## src/rtl/ved_pkg.sv

```systemverilog
// Shared definitions for the restoring divider.
// - state_e   : divider FSM states
// - VED_PROD_W: default product width of the 2x2 Vedic multiplier (dividend/quotient)
// - VED_OPND_W: default operand width of the multiplier (divisor/remainder)
// - cnt_width : width of a step counter that must hold the value dvd_w
package ved_pkg;

  typedef enum logic [1:0] {
    StIdle,
    StRun,
    StFin
  } state_e;

  localparam int unsigned VED_PROD_W = 4;
  localparam int unsigned VED_OPND_W = 2;

  function automatic int unsigned cnt_width(input int unsigned dvd_w);
    return $clog2(dvd_w + 1);
  endfunction

endpackage

```

## src/rtl/ved_div_step.sv

```systemverilog
// One combinational restoring-division step.
// Ports:
//   r       in  DVS_W+1  current partial remainder
//   bit_in  in  1        next dividend bit (MSB first)
//   divisor in  DVS_W    divisor
//   r_next  out DVS_W+1  partial remainder after the step
//   q_bit   out 1        quotient bit produced by the step
module ved_div_step #(
  parameter int unsigned DVS_W = 2
) (
  input  logic [DVS_W:0]   r,
  input  logic             bit_in,
  input  logic [DVS_W-1:0] divisor,
  output logic [DVS_W:0]   r_next,
  output logic             q_bit
);

  logic [DVS_W:0] r_shift;
  logic [DVS_W:0] dvs_ext;

  always_comb begin
    // r is always below the divisor, so dropping its MSB loses nothing.
    r_shift = {r[DVS_W-1:0], bit_in};
    dvs_ext = {1'b0, divisor};
    q_bit   = (r_shift >= dvs_ext);
    r_next  = q_bit ? (r_shift - dvs_ext) : r_shift;
  end

endmodule

```

## src/rtl/ved_restoring_divider.sv

```systemverilog
// Sequential restoring divider, one quotient bit per clock.
// Ports:
//   clk         in  1      rising-edge clock
//   rst_n       in  1      asynchronous active-low reset
//   start       in  1      request, sampled only in idle
//   dividend    in  DVD_W  unsigned dividend, captured with start
//   divisor     in  DVS_W  unsigned divisor, captured with start
//   busy        out 1      high while the division steps run
//   done        out 1      one-cycle pulse, results valid from this cycle
//   quotient    out DVD_W  unsigned quotient (all ones on divide by zero)
//   remainder   out DVS_W  unsigned remainder
//   div_by_zero out 1      captured divisor was zero
module ved_restoring_divider
  import ved_pkg::*;
#(
  parameter int unsigned DVD_W = VED_PROD_W,
  parameter int unsigned DVS_W = VED_OPND_W
) (
  input  logic             clk,
  input  logic             rst_n,
  input  logic             start,
  input  logic [DVD_W-1:0] dividend,
  input  logic [DVS_W-1:0] divisor,
  output logic             busy,
  output logic             done,
  output logic [DVD_W-1:0] quotient,
  output logic [DVS_W-1:0] remainder,
  output logic             div_by_zero
);

  localparam int unsigned CntW = cnt_width(DVD_W);

  state_e           state_q;
  logic [DVD_W-1:0] dvd_q;
  logic [DVD_W-1:0] quo_q;
  logic [DVS_W-1:0] dvs_q;
  logic [DVS_W:0]   rem_q;
  logic [CntW-1:0]  cnt_q;

  logic [DVS_W:0]   rem_next;
  logic             q_bit;
  logic [DVD_W-1:0] quo_next;

  ved_div_step #(
    .DVS_W(DVS_W)
  ) u_step (
    .r      (rem_q),
    .bit_in (dvd_q[DVD_W-1]),
    .divisor(dvs_q),
    .r_next (rem_next),
    .q_bit  (q_bit)
  );

  assign quo_next = {quo_q[DVD_W-2:0], q_bit};

  always_ff @(posedge clk or negedge rst_n) begin
    if (!rst_n) begin
      state_q     <= StIdle;
      dvd_q       <= '0;
      quo_q       <= '0;
      dvs_q       <= '0;
      rem_q       <= '0;
      cnt_q       <= '0;
      busy        <= 1'b0;
      done        <= 1'b0;
      quotient    <= '0;
      remainder   <= '0;
      div_by_zero <= 1'b0;
    end else begin
      done <= 1'b0;
      unique case (state_q)
        StIdle: begin
          if (start) begin
            if (divisor == '0) begin
              state_q     <= StFin;
              done        <= 1'b1;
              quotient    <= '1;
              remainder   <= '0;
              div_by_zero <= 1'b1;
            end else begin
              state_q     <= StRun;
              busy        <= 1'b1;
              dvd_q       <= dividend;
              dvs_q       <= divisor;
              rem_q       <= '0;
              quo_q       <= '0;
              cnt_q       <= CntW'(DVD_W);
              div_by_zero <= 1'b0;
            end
          end
        end
        StRun: begin
          rem_q <= rem_next;
          quo_q <= quo_next;
          dvd_q <= dvd_q << 1;
          cnt_q <= cnt_q - CntW'(1);
          // Last step: publish results on the way into StFin.
          if (cnt_q == CntW'(1)) begin
            state_q   <= StFin;
            busy      <= 1'b0;
            done      <= 1'b1;
            quotient  <= quo_next;
            remainder <= rem_next[DVS_W-1:0];
          end
        end
        StFin: begin
          state_q <= StIdle;
        end
        default: begin
          state_q <= StIdle;
        end
      endcase
    end
  end

endmodule

```

## config.mk

```make
export PLATFORM = sky130hd
export DESIGN_NAME = ved_restoring_divider
export DESIGN_NICKNAME = d
export VERILOG_FILES = /design/src/rtl/ved_pkg.sv /design/src/rtl/ved_div_step.sv /design/src/rtl/ved_restoring_divider.sv
export SDC_FILE = /design/constraint.sdc
export NUM_CORES = 1
export LEC_CHECK = 0
export ABC_AREA = 1
export ABC_CLOCK_PERIOD_IN_PS = 1400
export CORE_AREA = 2 2 51 53
export CTS_CLUSTER_DIAMETER = 120
export DETAILED_ROUTE_END_ITERATION = 8
export DIE_AREA = 0 0 53 55
export HOLD_SLACK_MARGIN = 0.02
export MAX_ROUTING_LAYER = met4
export PLACE_DENSITY = 0.75
export SKIP_CTS_REPAIR_TIMING = 1
export SYNTH_ARGS = -nofsm -noshare
export SYNTH_HDL_FRONTEND = slang
export SYNTH_SLANG_ARGS = --single-unit
```

## constraint.sdc

```tcl
create_clock -name clk -period 1.4 [get_ports clk]
set_input_delay 0.28 -clock clk [delete_from_list [all_inputs] [get_ports clk]]
set_output_delay 0.28 -clock clk [all_outputs]
set_load 0.01 [all_outputs]
```

---- Word-level counts from Yosys, hierarchy flattened ----
Cells that the tools add are included.
storage, ports and cells
  register bits after elaboration ......... 25
  bits of input ports ..................... 9
  output and inout port bits .............. 9
  word-level logic and storage cells ...... 63
cells by class
  add/sub/neg operators ................... 2
  order comparisons ....................... 1
  equality and inequality tests ........... 6
  muxes and demuxes ....................... 33
  bitwise operators ....................... 1
  reductions and logical operators ........ 9
operators by type and width
  operator                                             count
  2-to-1 mux 4 bit                                     5
  2-to-1 mux 2 bit                                     9
  case mux 4 bit (2 select lines)                      2
  2-to-1 mux 3 bit                                     4
  case mux 2 bit (2 select lines)                      3
  case mux 3 bit (2 select lines)                      2
  != test 2 bit, second input constant                 4
  AND reduction 4 bit                                  2
  2-to-1 mux 1 bit                                     6
  AND reduction 3 bit                                  2
  logical NOT 2 bit                                    2
  case mux 1 bit (2 select lines)                      2
  AND reduction 2 bit                                  2
  equality test 3 x 1 -> 1 bit, second input constant  1
  greater-or-equal comparator 3 x 2 -> 1 bit           1
  subtractor 3 x 1 -> 3 bit, second input constant     1
  equality test 2 x 1 -> 1 bit, second input constant  1
  nonzero test 2 bit                                   1
  subtractor 2 bit                                     1
  NOT 1 bit                                            1

---- Longest topological paths before layout ----
Gate-level depths: netlist (run 1).
  depth in word-level cells ............... 4
  mapped depth ............................ 9
  depth with buffers taken out ............ 9

---- Hierarchy ----
From an unflattened synthesis (run 1), not the netlist that was laid out.
unflattened totals
  cells, all modules ...................... 165
  area, all modules ....................... 1330.0 um2
by module, submodules not included
  module                 instances  cells each  area an instance (um2)  sequential area each (um2)
  ved_restoring_divider  1          145         1196.1                  650.6
  ved_div_step           1          20          133.9                   0.0

---- Least setup slack after synthesis (run 1) ----
No wires, ideal clock.
  path type ............................... register to register
  from .................................... register rem_q[0]
  to ...................................... register remainder[0]
  setup time .............................. 0.117 ns
  arrival time ............................ 1.119 ns
  data required time ...................... 1.283 ns
  setup slack ............................. 0.164 ns
  cell stages (with the launch flop) ...... 8
  buffers on the path ..................... 0
  clock period less this slack ............ 1.236 ns
  path through ............................ dfrtp_1 -> ha_1 -> nand2_1 -> nand3_1 -> nand3_1 -> nand2_1 -> nand2_1 -> nand2_1
on the way
  longest elaborated chain between the ends .. 4
ends and longest elaborated chain
  element                                     line                          source
  start, declared                             ved_restoring_divider.sv:37   logic [DVS_W:0] rem_q;
  start signal, assigned                      ved_restoring_divider.sv:93   rem_q <= rem_next;
  greater-or-equal comparator 3 x 2 -> 1 bit  ved_div_step.sv:25            q_bit = (r_shift >= dvs_ext);
  2-to-1 mux 2 bit                            ved_div_step.sv:26            r_next = q_bit ? (r_shift - dvs_ext) : r_shift;
  2-to-1 mux 2 bit                            ved_restoring_divider.sv:98   if (cnt_q == CntW'(1)) begin
  case mux 2 bit (2 select lines)             ved_restoring_divider.sv:71   unique case (state_q)
  end signal, assigned                        ved_restoring_divider.sv:103  remainder <= rem_next[DVS_W-1:0];
  end, declared                               ved_restoring_divider.sv:27   output logic [DVS_W-1:0] remainder,
No other way between the ends. The select of a mux whose other input is x is not followed.
A chain may end at the register's enable or synchronous reset.

---- Worst setup path in the final report (run 1) ----
  from .................................... register dvd_q[3]
  to ...................................... register remainder[0]
on the way
  longest elaborated chain between the ends .. 4
  elaborated cells on any way between the ends .. 5
  classes of those cells .................. 1 x add/sub; 1 x order compare; 3 x mux
ends and longest elaborated chain
  element                                                                                line                                    source
  start, declared                                                                        ved_restoring_divider.sv:34             logic [DVD_W-1:0] dvd_q;
  start signal, assigned                                                                 ved_restoring_divider.sv:83             dvd_q <= dividend;
  start signal, assigned                                                                 ved_restoring_divider.sv:95             dvd_q <= dvd_q << 1;
  greater-or-equal comparator 3 x 2 -> 1 bit / subtractor 2 bit (equally long branches)  ved_div_step.sv:25, ved_div_step.sv:26
  2-to-1 mux 2 bit *                                                                     ved_div_step.sv:26
  2-to-1 mux 2 bit *                                                                     ved_restoring_divider.sv:98
  case mux 2 bit (2 select lines) *                                                      ved_restoring_divider.sv:71
Mark *: on every way between the ends. The rest lies on a longest branch, timed or not. The select of a mux whose other input is x is not followed.

==> run_results.csv, run 1 <==
group,metric,value,unit
global_route,grt_max_degree,26,
power_and_ir_drop,ir_drop,1.17,mV
timing,fmax,752,MHz
critical_path,crit_type,"flop to flop",
clocking,clock_path_buffers,2,
timing,fin_crit_sh,95.0,%
hold_path,hold_class,"primary input to asynchronous set/reset pin",
floorplanning,coreArea,0.00236,mm²
clocking,root_buffer,"clkbuf_4",
yosys,synth_cell_types,22,
detailed_routing,drt-pass1-iter-count,4,
detailed_routing,drcViolationCount,0,
placement,place_congestion,0.834,
clocking,cts_buffers,3,
timing,rsz0062_at_grt,"true",
critical_path,startpoint_type,"flop",
yosys,synth-seq-area-share,52.5,%
cells_and_area,fillers,200,
cells_and_area,multi_input_area,502,µm²
floorplanning,io_pins,18,
yosys,synthesis.nets,146,
critical_path,worstPathMaxFanout,2,
cells_and_area,drive_above_1_share,23.8,%
placement,io_buffers,17,
critical_path,cp.required,1670,ps
placement,dp_hpwl,1690,µm
power_and_ir_drop,power_density,2270,mW/mm²
critical_path,crit_arrival,1600,ps
floorplanning,die_w,53,µm
detailed_routing,route.met3.wl,128,µm
timing,finalSetupViolations,0,
detailed_routing,wirelength_met1,1010,µm
global_route,grt_pass1_wl,3920,µm
power_and_ir_drop,p_leak,0.870,nW
cells_and_area,regArea,626,µm²
detailed_routing,highest_layer,"met4",
detailed_routing,wl_met2,1160,µm
global_route,overflow,0,
timing,hold_viol_final,0,
clocking,htree_levels,1,
timing,worst_pin_slew,318,ps
floorplanning,die_y,55,µm
detailed_routing,drt-wirelength-per-cell,12.1,µm
placement,pre_cts_ws,-186,ps
yosys,ys_warn_count,0,
detailed_routing,drt-total-wl,2350,µm
detailed_routing,vias,983,
floorplanning,die_area,0.00292,mm²
outcome,status,"complete, no violations",
yosys,synthCells,133,
yosys,ys_ff_latch,25,
timing,fin_ws,69.6,ps
timing,clock_skew,1.54,ps
global_route,antenna_found_initial,0,
cells_and_area,diodes,0,
detailed_routing,drt-initial-drc-count,39,
run,drv_cap,0,
cells_and_area,fin_nets,178,
timing,maxSlewViolCount,0,
global_route,grt_pass1_vias,925,
clocking,clkLatencyLatePin,320,ps
global_route,grt.total_usage,19.5,%
critical_path,crit_path_end_kind,"flop",
cells_and_area,synthToLayoutAreaGrowth,30.9,%
timing,min_period,1330,ps
detailed_routing,antenna_left,0,
floorplanning,row_count,18,
detailed_routing,vias_per_cell,5.07,
clocking,cts_tree,"yes",
floorplanning,start_util,50.4,%
yosys,syn_avg_cell_area,8.97,µm²
timing,slew_headroom,78.8,%
cells_and_area,post-route-util,66.0,%
clocking,cts.sinks,25,
critical_path,r2r_slack,70,ps
clocking,cts.clk_slew.worst_paths,130,ps
yosys,syn_area,0.00119,mm²
## kinds of logic after synthesis
family / after synthesis / share of synthesized area [%]
AND/OR/NAND/NOR: 60 / 23.2
flip-flops: 25 / 52.5
AO/OA/AOI/OAI: 22 / 11.0
buffers and inverters: 21 / 8.39
adder cells (fa/ha/maj): 4 / 4.20
XOR/XNOR: 1 / 0.735
## cell usage after synthesis
cell	count	area, µm²
buf_8	1	15.0
o21ai_4	1	16.3
nor2_2	1	6.26
o21ai_0	9	45.0
ha_1	4	50.1
o21ai_1	8	40.0
inv_4	1	6.26
nand3_2	1	10.0
inv_1	16	60.1
o22ai_1	2	12.5
buf_6	1	11.3
o21ai_2	2	17.5
nand2_4	1	11.3
dfrtp_1	25	626
nor2_1	2	7.51
nand2_1	37	139
nand4_1	1	6.26
nand3_1	12	60.1
nor2_4	1	11.3
inv_2	2	7.51
xnor2_1	1	8.76
nand2_2	4	25.0
## final cells by class
type | instances | area share (%)
multi-input combinational | 87 | 32.2
tap | 30 | 2.41
inverter | 19 | 4.73
sequential | 25 | 40.1
timing repair buffer | 29 | 18.9
clock buffer | 4 | 1.68
## metrics by stage
step           std cells  setup TNS, ps  total power, mW  hold slack (ps)  cell area [µm²]
5_1_grt              194          -21.4             3.87              329             1560
2_1_floorplan        133              0             2.43            -15.6             1190
4_1_cts              191          -1150             3.38              310             1480
3_3_place_gp         187           -830             2.95              458             1450
3_5_place_dp         187          -1260             3.05              461             1450
6_report             194              0             3.55              297             1560
## critical path, cell delays in order (launching register included)
cell	delay, ps
dfrtp_1	390
inv_2	50
ha_1	300
inv_2	80
nand2_1	50
nand2_1	90
nand4_1	120
nand2_1	100
nand2_1	50
nand2_1	60
## registers in the layout, summed over array words and instances, names as in the netlist
signal,cells
busy,1
div_by_zero,1
done,1
quo_q,3
dvd_q,4
remainder,2
rem_q,2
dvs_q,2
state_q,2
cnt_q,3
quotient,4
## final timing paths
path | startpoint | end | depth (start not counted)
worst max-delay path | dvd_q[3]$_DFFE_PN0P_ | remainder[0]$_DFFE_PN0P_ | 9
worst min-delay path | rst_n | div_by_zero$_DFFE_PN0P_ | 2
worst max register to register | dvd_q[3]$_DFFE_PN0P_ | remainder[0]$_DFFE_PN0P_ | 9
worst min register to register | quotient[2]$_DFFE_PN0P_ | quotient[2]$_DFFE_PN0P_ | 2
max in group asynchronous | rst_n | state_q[0]$_DFFE_PN0P_ | 2
min in group clk | quotient[2]$_DFFE_PN0P_ | quotient[2]$_DFFE_PN0P_ | 2
## routing by layer
metal / global-route usage, % / vias up
met2: 34.2 / 32
li1: - / 489
met3: 2.69 / 7
met4: 9.83 / 0
met1: 22.0 / 455
met5: - / -
## power by group
group	internal, mW	total [mW]	switching, mW
Clock	0.112	0.325	0.213
Sequential	1.04	1.23	0.192
Combinational	0.881	1.99	1.11
## cells in the final DEF, fill, tap and decap left out
master           synthesis  layout
nand2_1                 37      36
dfrtp_1                 25      25
inv_1                   16      12
buf_4                    0      11
nand3_1                 12      10
o21ai_0                  9       9
dlymetal6s2s_1           0       9
o21ai_1                  8       8
clkdlybuf4s50_1          0       8
inv_2                    2       6
nand2_2                  4       5
nand3_2                  1       3
ha_1                     4       3
clkbuf_4                 0       3
nor2_2                   1       2
nor2_4                   1       2
o22ai_1                  2       2
o21ai_2                  2       2
o21ai_4                  1       1
inv_4                    1       1
nand2_4                  1       1
xnor2_1                  1       1
nand4_1                  1       1
ha_4                     0       1
clkbuf_1                 0       1
buf_12                   0       1
No activity file was read; power rests on OpenSTA's default activity.
==> run 2, diff against run 1 <==
--- a/config.mk
+++ b/config.mk
@@ -7,13 +7,14 @@
 export LEC_CHECK = 0
 export ABC_AREA = 1
 export ABC_CLOCK_PERIOD_IN_PS = 1400
-export CORE_AREA = 2 2 51 53
+export CORE_AREA = 2 2 58 60
 export CTS_CLUSTER_DIAMETER = 120
 export DETAILED_ROUTE_END_ITERATION = 8
-export DIE_AREA = 0 0 53 55
+export DIE_AREA = 0 0 60 62
 export HOLD_SLACK_MARGIN = 0.02
 export MAX_ROUTING_LAYER = met4
-export PLACE_DENSITY = 0.75
+export PLACE_DENSITY = 0.59
+export REMOVE_ABC_BUFFERS = 1
 export SKIP_CTS_REPAIR_TIMING = 1
 export SYNTH_ARGS = -nofsm -noshare
 export SYNTH_HDL_FRONTEND = slang
==> run 2 against run 1 <==
Count of clock-buffer cells in the layout is the same. First-iteration DRC count shrank 56%. Via count shrank 1.9%. Combinational power is essentially flat. Wire length shrank 2.5%. Flip-flop and latch count is the same. Hold slack gained 11 ps.
==> run_results.csv, run 2 (synthesis results as in run 1) <==
group,metric,value,unit
critical_path,crit_arrival,1560,ps
cells_and_area,layout_commonest_cell,"nand2_1",
timing,finalSetupViolations,0,
clocking,cts.clk_slew.worst_paths,130,ps
critical_path,worstPathMaxFanout,4,
outcome,status,"complete, no violations",
placement,pre_cts_ws,-142,ps
clocking,clock_path_buffers,2,
timing,clock_skew,1.32,ps
detailed_routing,vias_per_cell,4.57,
cells_and_area,mostFrequentLayoutCells,"37 x nand2_1, 25 x dfrtp_1, 14 x inv_1",
critical_path,startpoint_type,"flop",
timing,fin_ws,63.5,ps
floorplanning,die_w,60,µm
placement,io_buffers,17,
clocking,cts_tree,"yes",
timing,fin_crit_sh,95.5,%
clocking,cts.sinks,25,
timing,worst_pin_slew,320,ps
global_route,antenna_found_initial,0,
floorplanning,io_pins,18,
timing,min_period,1340,ps
critical_path,reg2reg_depth,8,
power_and_ir_drop,sw_frac_of_total,42.1,%
critical_path,cp.required,1620,ps
timing,fmax,748,MHz
hold_path,hold_class,"primary input to asynchronous set/reset pin",
global_route,overflow,0,
floorplanning,coreArea,0.00318,mm²
floorplanning,start_util,37.5,%
timing,maxSlewViolCount,0,
clocking,cts_buffers,3,
placement,place_congestion,0.851,
timing,hold_viol_final,0,
cells_and_area,diodes,0,
floorplanning,die_y,62,µm
clocking,root_buffer,"clkbuf_4",
global_route,grt_pass1_vias,890,
global_route,grt_max_degree,26,
cells_and_area,drive_above_1_share,23.0,%
cells_and_area,synthToLayoutAreaGrowth,32.9,%
floorplanning,die_area,0.00372,mm²
detailed_routing,drt-initial-drc-count,17,
critical_path,crit_path_end_kind,"flop",
global_route,grt_pass1_wl,3770,µm
detailed_routing,drt-pass1-iter-count,4,
critical_path,crit_type,"flop to flop",
power_and_ir_drop,p_leak,0.871,nW
placement,dp_hpwl,1640,µm
detailed_routing,vias,964,
power_and_ir_drop,p_total,3.51,mW
detailed_routing,drt-wirelength-per-cell,10.9,µm
power_and_ir_drop,ir_drop,1.26,mV
power_and_ir_drop,p_comb_share,55.9,%
floorplanning,row_count,21,
run,drv_cap,0,
power_and_ir_drop,switchingPower,1.48,mW
clocking,clkLatencyLatePin,310,ps
power_and_ir_drop,p_int,2.03,mW
detailed_routing,drt-total-wl,2290,µm
cells_and_area,reg_top3,"dvd_q (4), quotient (4)",
cells_and_area,fin_nets,179,
global_route,grt.total_usage,14.0,%
power_and_ir_drop,power_density,2210,mW/mm²
power_and_ir_drop,power_frac_seq,35.0,%
timing,slew_headroom,78.7,%
detailed_routing,drcViolationCount,0,
cells_and_area,fillers,308,
clocking,htree_levels,1,
detailed_routing,antenna_left,0,
power_and_ir_drop,p_clk_share,9.1,%
[run 2: changes by cell type in the layout (fill, tap and decap cells not counted), sizes merged]
| cell | before | now |
|---|---|---|
| buf | 12 | 13 |
[run 2: per-layer routing]
metal | GRT usage, % | routed length [µm] | share of wire (%) | up-vias
met5 | - | 0 | 0 | -
met4 | 2.86 | 41 | 1.8 | 0
met3 | 3.73 | 88 | 3.8 | 4
met2 | 24.1 | 1140 | 50 | 19
met1 | 16.6 | 1030 | 45 | 452
li1 | - | - | - | 489
[run 2: metrics by stage]
stage / instance area [µm²] / hold slack (ps) / util, % / setup TNS (ps) / std cells
detailed placement: 1480 / 466 / 46.4 / -1360 / 205
CTS: 1500 / 316 / 47.3 / -976 / 209
global route: 1590 / 333 / 49.9 / -0.980 / 211
global placement: 1480 / 456 / 46.4 / -1050 / 205
floorplan: 1170 / -15.6 / - / 0 / 131
finish: 1590 / 308 / 49.9 / 0 / 211
[run 2: final cells by class]
cell class / count / area (µm²) / share of cell area [%]
multi-input cells: 87 / 512 / 32.3
inverters: 19 / 73.8 / 4.66
repair buffers: 30 / 290 / 18.3
clock buffers: 4 / 26.3 / 1.66
flip-flops and latches: 25 / 626 / 39.5
well taps: 46 / 57.6 / 3.63
[run 2: path summary, 6_finish.rpt]
check | start | end | slack (ps)
max | dvs_q[1]$_DFFE_PN0P_ | remainder[0]$_DFFE_PN0P_ | 60
min | rst_n | dvs_q[0]$_DFFE_PN0P_ | 310
max reg2reg | dvs_q[1]$_DFFE_PN0P_ | remainder[0]$_DFFE_PN0P_ | 60
min reg2reg | quotient[3]$_DFFE_PN0P_ | quotient[3]$_DFFE_PN0P_ | 480
max in group asynchronous | rst_n | cnt_q[2]$_DFFE_PN0P_ | 850
min in group clk | quotient[3]$_DFFE_PN0P_ | quotient[3]$_DFFE_PN0P_ | 480
[run 2: worst max-delay path, cell delays in order, from the launching register on]
cell and delay (ps):
dfrtp_1 400, inv_1 130, ha_4 230, nand2_1 90
nand3_2 120, nand3_2 90, nand2_1 70, nand2_1 60
nand2_1 50
[run 2: power by group through the flow]
stage	sequential (mW)	clock, mW	combinational, mW
final	1.23	0.318	1.96
after global routing	1.26	0.357	2.23
after CTS	1.21	0.331	1.82
after detailed placement	1.23	0	1.81
after global placement	1.22	0	1.74
after floorplan	1.25	0	1.10
==> run 3, diff against run 2 <==
--- a/config.mk
+++ b/config.mk
@@ -11,9 +11,10 @@
 export CTS_CLUSTER_DIAMETER = 120
 export DETAILED_ROUTE_END_ITERATION = 8
 export DIE_AREA = 0 0 60 62
+export DONT_BUFFER_PORTS = 1
 export HOLD_SLACK_MARGIN = 0.02
 export MAX_ROUTING_LAYER = met4
-export PLACE_DENSITY = 0.59
+export PLACE_DENSITY = 0.52
 export REMOVE_ABC_BUFFERS = 1
 export SKIP_CTS_REPAIR_TIMING = 1
 export SYNTH_ARGS = -nofsm -noshare
==> run 3 against run 2 <==
Sequential share of layout area is 7.0 points higher. Count of clock-buffer cells in the layout decreased by 1. Critical path depth is the same. Global-route usage rose by 0.17 points. Non-clock buffer count shrank 23.
==> run_results.csv, run 3 (synthesis results as in run 1) <==
group,metric,value,unit
timing,min_period,1280,ps
critical_path,cp.required,1630,ps
cells_and_area,reg_top3,"dvd_q (4), quotient (4)",
run,drv_cap,0,
critical_path,reg2reg_depth,8,
floorplanning,coreArea,0.00318,mm²
global_route,grt_pass1_wl,3770,µm
global_route,grt_pass1_vias,848,
timing,slew_headroom,83.4,%
critical_path,crit_type,"flop to flop",
hold_path,min_delay_worst_endpoint,"dvd_q[0]$_DFFE_PN0P_",
global_route,grt_busiest_layer,"met2",
clocking,cts_buffers,3,
placement,io_buffers,0,
clocking,cts.clk_slew.worst_paths,140,ps
hold_path,hold_depth,2,
timing,finalSetupViolations,0,
placement,pre_cts_ws,32.4,ps
detailed_routing,vias,880,
global_route,grt_max_degree,26,
timing,fin_ws,116,ps
power_and_ir_drop,ir_drop,0.811,mV
timing,rsz0062_at_grt,"false",
critical_path,startpoint_type,"flop",
cells_and_area,instances_no_fill,188,
detailed_routing,drt-pass1-iter-count,4,
cells_and_area,fillers,324,
timing,worst_pin_slew,246,ps
global_route,met3_usage,2.69,%
timing,hold_viol_final,0,
hold_path,hold_class,"primary input to flop",
critical_path,crit_arrival,1520,ps
detailed_routing,drcViolationCount,0,
clocking,root_buffer,"clkbuf_4",
critical_path,r2r_end,"remainder[1]$_DFFE_PN0P_",
hold_path,hp-start,"dividend[0]",
clocking,cts_tree,"yes",
timing,fmax,779,MHz
clocking,cts.sinks,25,
floorplanning,start_util,37.5,%
power_and_ir_drop,power_density,2330,mW/mm²
timing,maxSlewViolCount,0,
critical_path,worstReg2RegStart,"dvs_q[1]$_DFFE_PN0P_",
global_route,grtUsageMet1,17.1,%
detailed_routing,drt-initial-drc-count,28,
global_route,overflow,0,
cells_and_area,diodes,0,
floorplanning,row_count,21,
floorplanning,die_y,62,µm
critical_path,r2r_slack,120,ps
timing,clock_skew,2.31,ps
global_route,grt.total_usage,14.2,%
cells_and_area,layout_commonest_cell,"nand2_1",
cells_and_area,drive_above_1_share,21.1,%
placement,place_area,0.00125,mm²
detailed_routing,antenna_left,0,
placement,dpl.cell_count,180,
cells_and_area,fin_nets,156,
timing,fin_crit_sh,91.7,%
cells_and_area,post-route-util,42.5,%
detailed_routing,drt-total-wl,2230,µm
global_route,antenna_found_initial,0,
clocking,clkLatencyLatePin,320,ps
outcome,status,"complete, no violations",
floorplanning,io_pins,18,
floorplanning,die_area,0.00372,mm²
global_route,met2_usage,23.0,%
cells_and_area,mostFrequentLayoutCells,"37 x nand2_1, 24 x dfrtp_1, 15 x inv_1",
floorplanning,die_w,60,µm
timing,setup-tns-final,0,ps
placement,dp_hpwl,1590,µm
critical_path,crit_path_end_kind,"flop",
cells_and_area,synthToLayoutAreaGrowth,13.2,%
power_and_ir_drop,p_leak,0.670,nW
critical_path,worstPathMaxFanout,4,
clocking,clock_path_buffers,2,
cells_and_area,final_area,0.00135,mm²
clocking,htree_levels,1,
detailed_routing,vias_per_cell,4.68,
detailed_routing,drt-wirelength-per-cell,11.8,µm
placement,place_congestion,0.752,
-- run 3: cell types whose count changed in the layout (fill, tap and decap cells not counted), sizes merged --
cell / previous run / this run
dlygate4sd3: 0 / 1
buf: 13 / 6
clkbuf: 4 / 3
clkinvlp: 0 / 1
dlymetal6s2s: 9 / 0
clkdlybuf4s50: 8 / 0
-- run 3: area by class of cell --
class / count / area [µm²] / area share, %
tap: 46 / 57.6 / 4.26
inverter: 19 / 73.8 / 5.47
clock buffer: 3 / 22.5 / 1.67
sequential: 25 / 627 / 46.4
multi-input combinational: 87 / 494 / 36.6
timing repair buffer: 7 / 67.6 / 5.00
clock inverter: 1 / 7.51 / 0.556
-- run 3: worst max-delay path: stages (launching register included) --
cell     delay (ps)
dfrtp_1         400
inv_1           100
ha_4            220
nand2_1          80
nand3_2         110
nand2_1          80
nand2_1          60
nand3_1          70
nand2_1          50
-- run 3: worst max-delay path by stage --
stage | endpoint | start | slack, ps
after global routing | remainder[0]$_DFFE_PN0P_ | dvs_q[0]$_DFFE_PN0P_ | 7
after global placement | remainder[0]$_DFFE_PN0P_ | rem_q[0]$_DFFE_PN0P_ | 50
final | remainder[1]$_DFFE_PN0P_ | dvs_q[1]$_DFFE_PN0P_ | 120
after CTS | remainder[1]$_DFFE_PN0P_ | dvs_q[1]$_DFFE_PN0P_ | 10
after detailed placement | remainder[1]$_DFFE_PN0P_ | dvs_q[1]$_DFFE_PN0P_ | 30
after floorplan | remainder[0]$_DFFE_PN0P_ | rem_q[0]$_DFFE_PN0P_ | 160
-- run 3: report_power, final --
part / switching, mW / total (mW) / internal [mW]
Sequential: 0.251 / 1.29 / 1.04
Clock: 0.228 / 0.337 / 0.109
Combinational: 0.928 / 1.51 / 0.583
Total: 1.41 / 3.14 / 1.74
-- run 3: metal layers --
| layer | share of wire [%] | up-vias | wire [µm] |
|---|---|---|---|
| met5 | 0 | - | 0 |
| met4 | 1.4 | 0 | 31 |
| met3 | 3.2 | 4 | 72 |
| met2 | 48 | 15 | 1060 |
| met1 | 48 | 416 | 1060 |
| li1 | - | 445 | - |
-- run 3: per-stage QoR --
step,power [mW],hold slack [ps]
6_report,3.14,101
3_5_place_dp,2.68,-14.9
2_1_floorplan,2.35,-15.6
5_1_grt,3.48,78.3
4_1_cts,3.03,-391
3_3_place_gp,2.64,-14.8
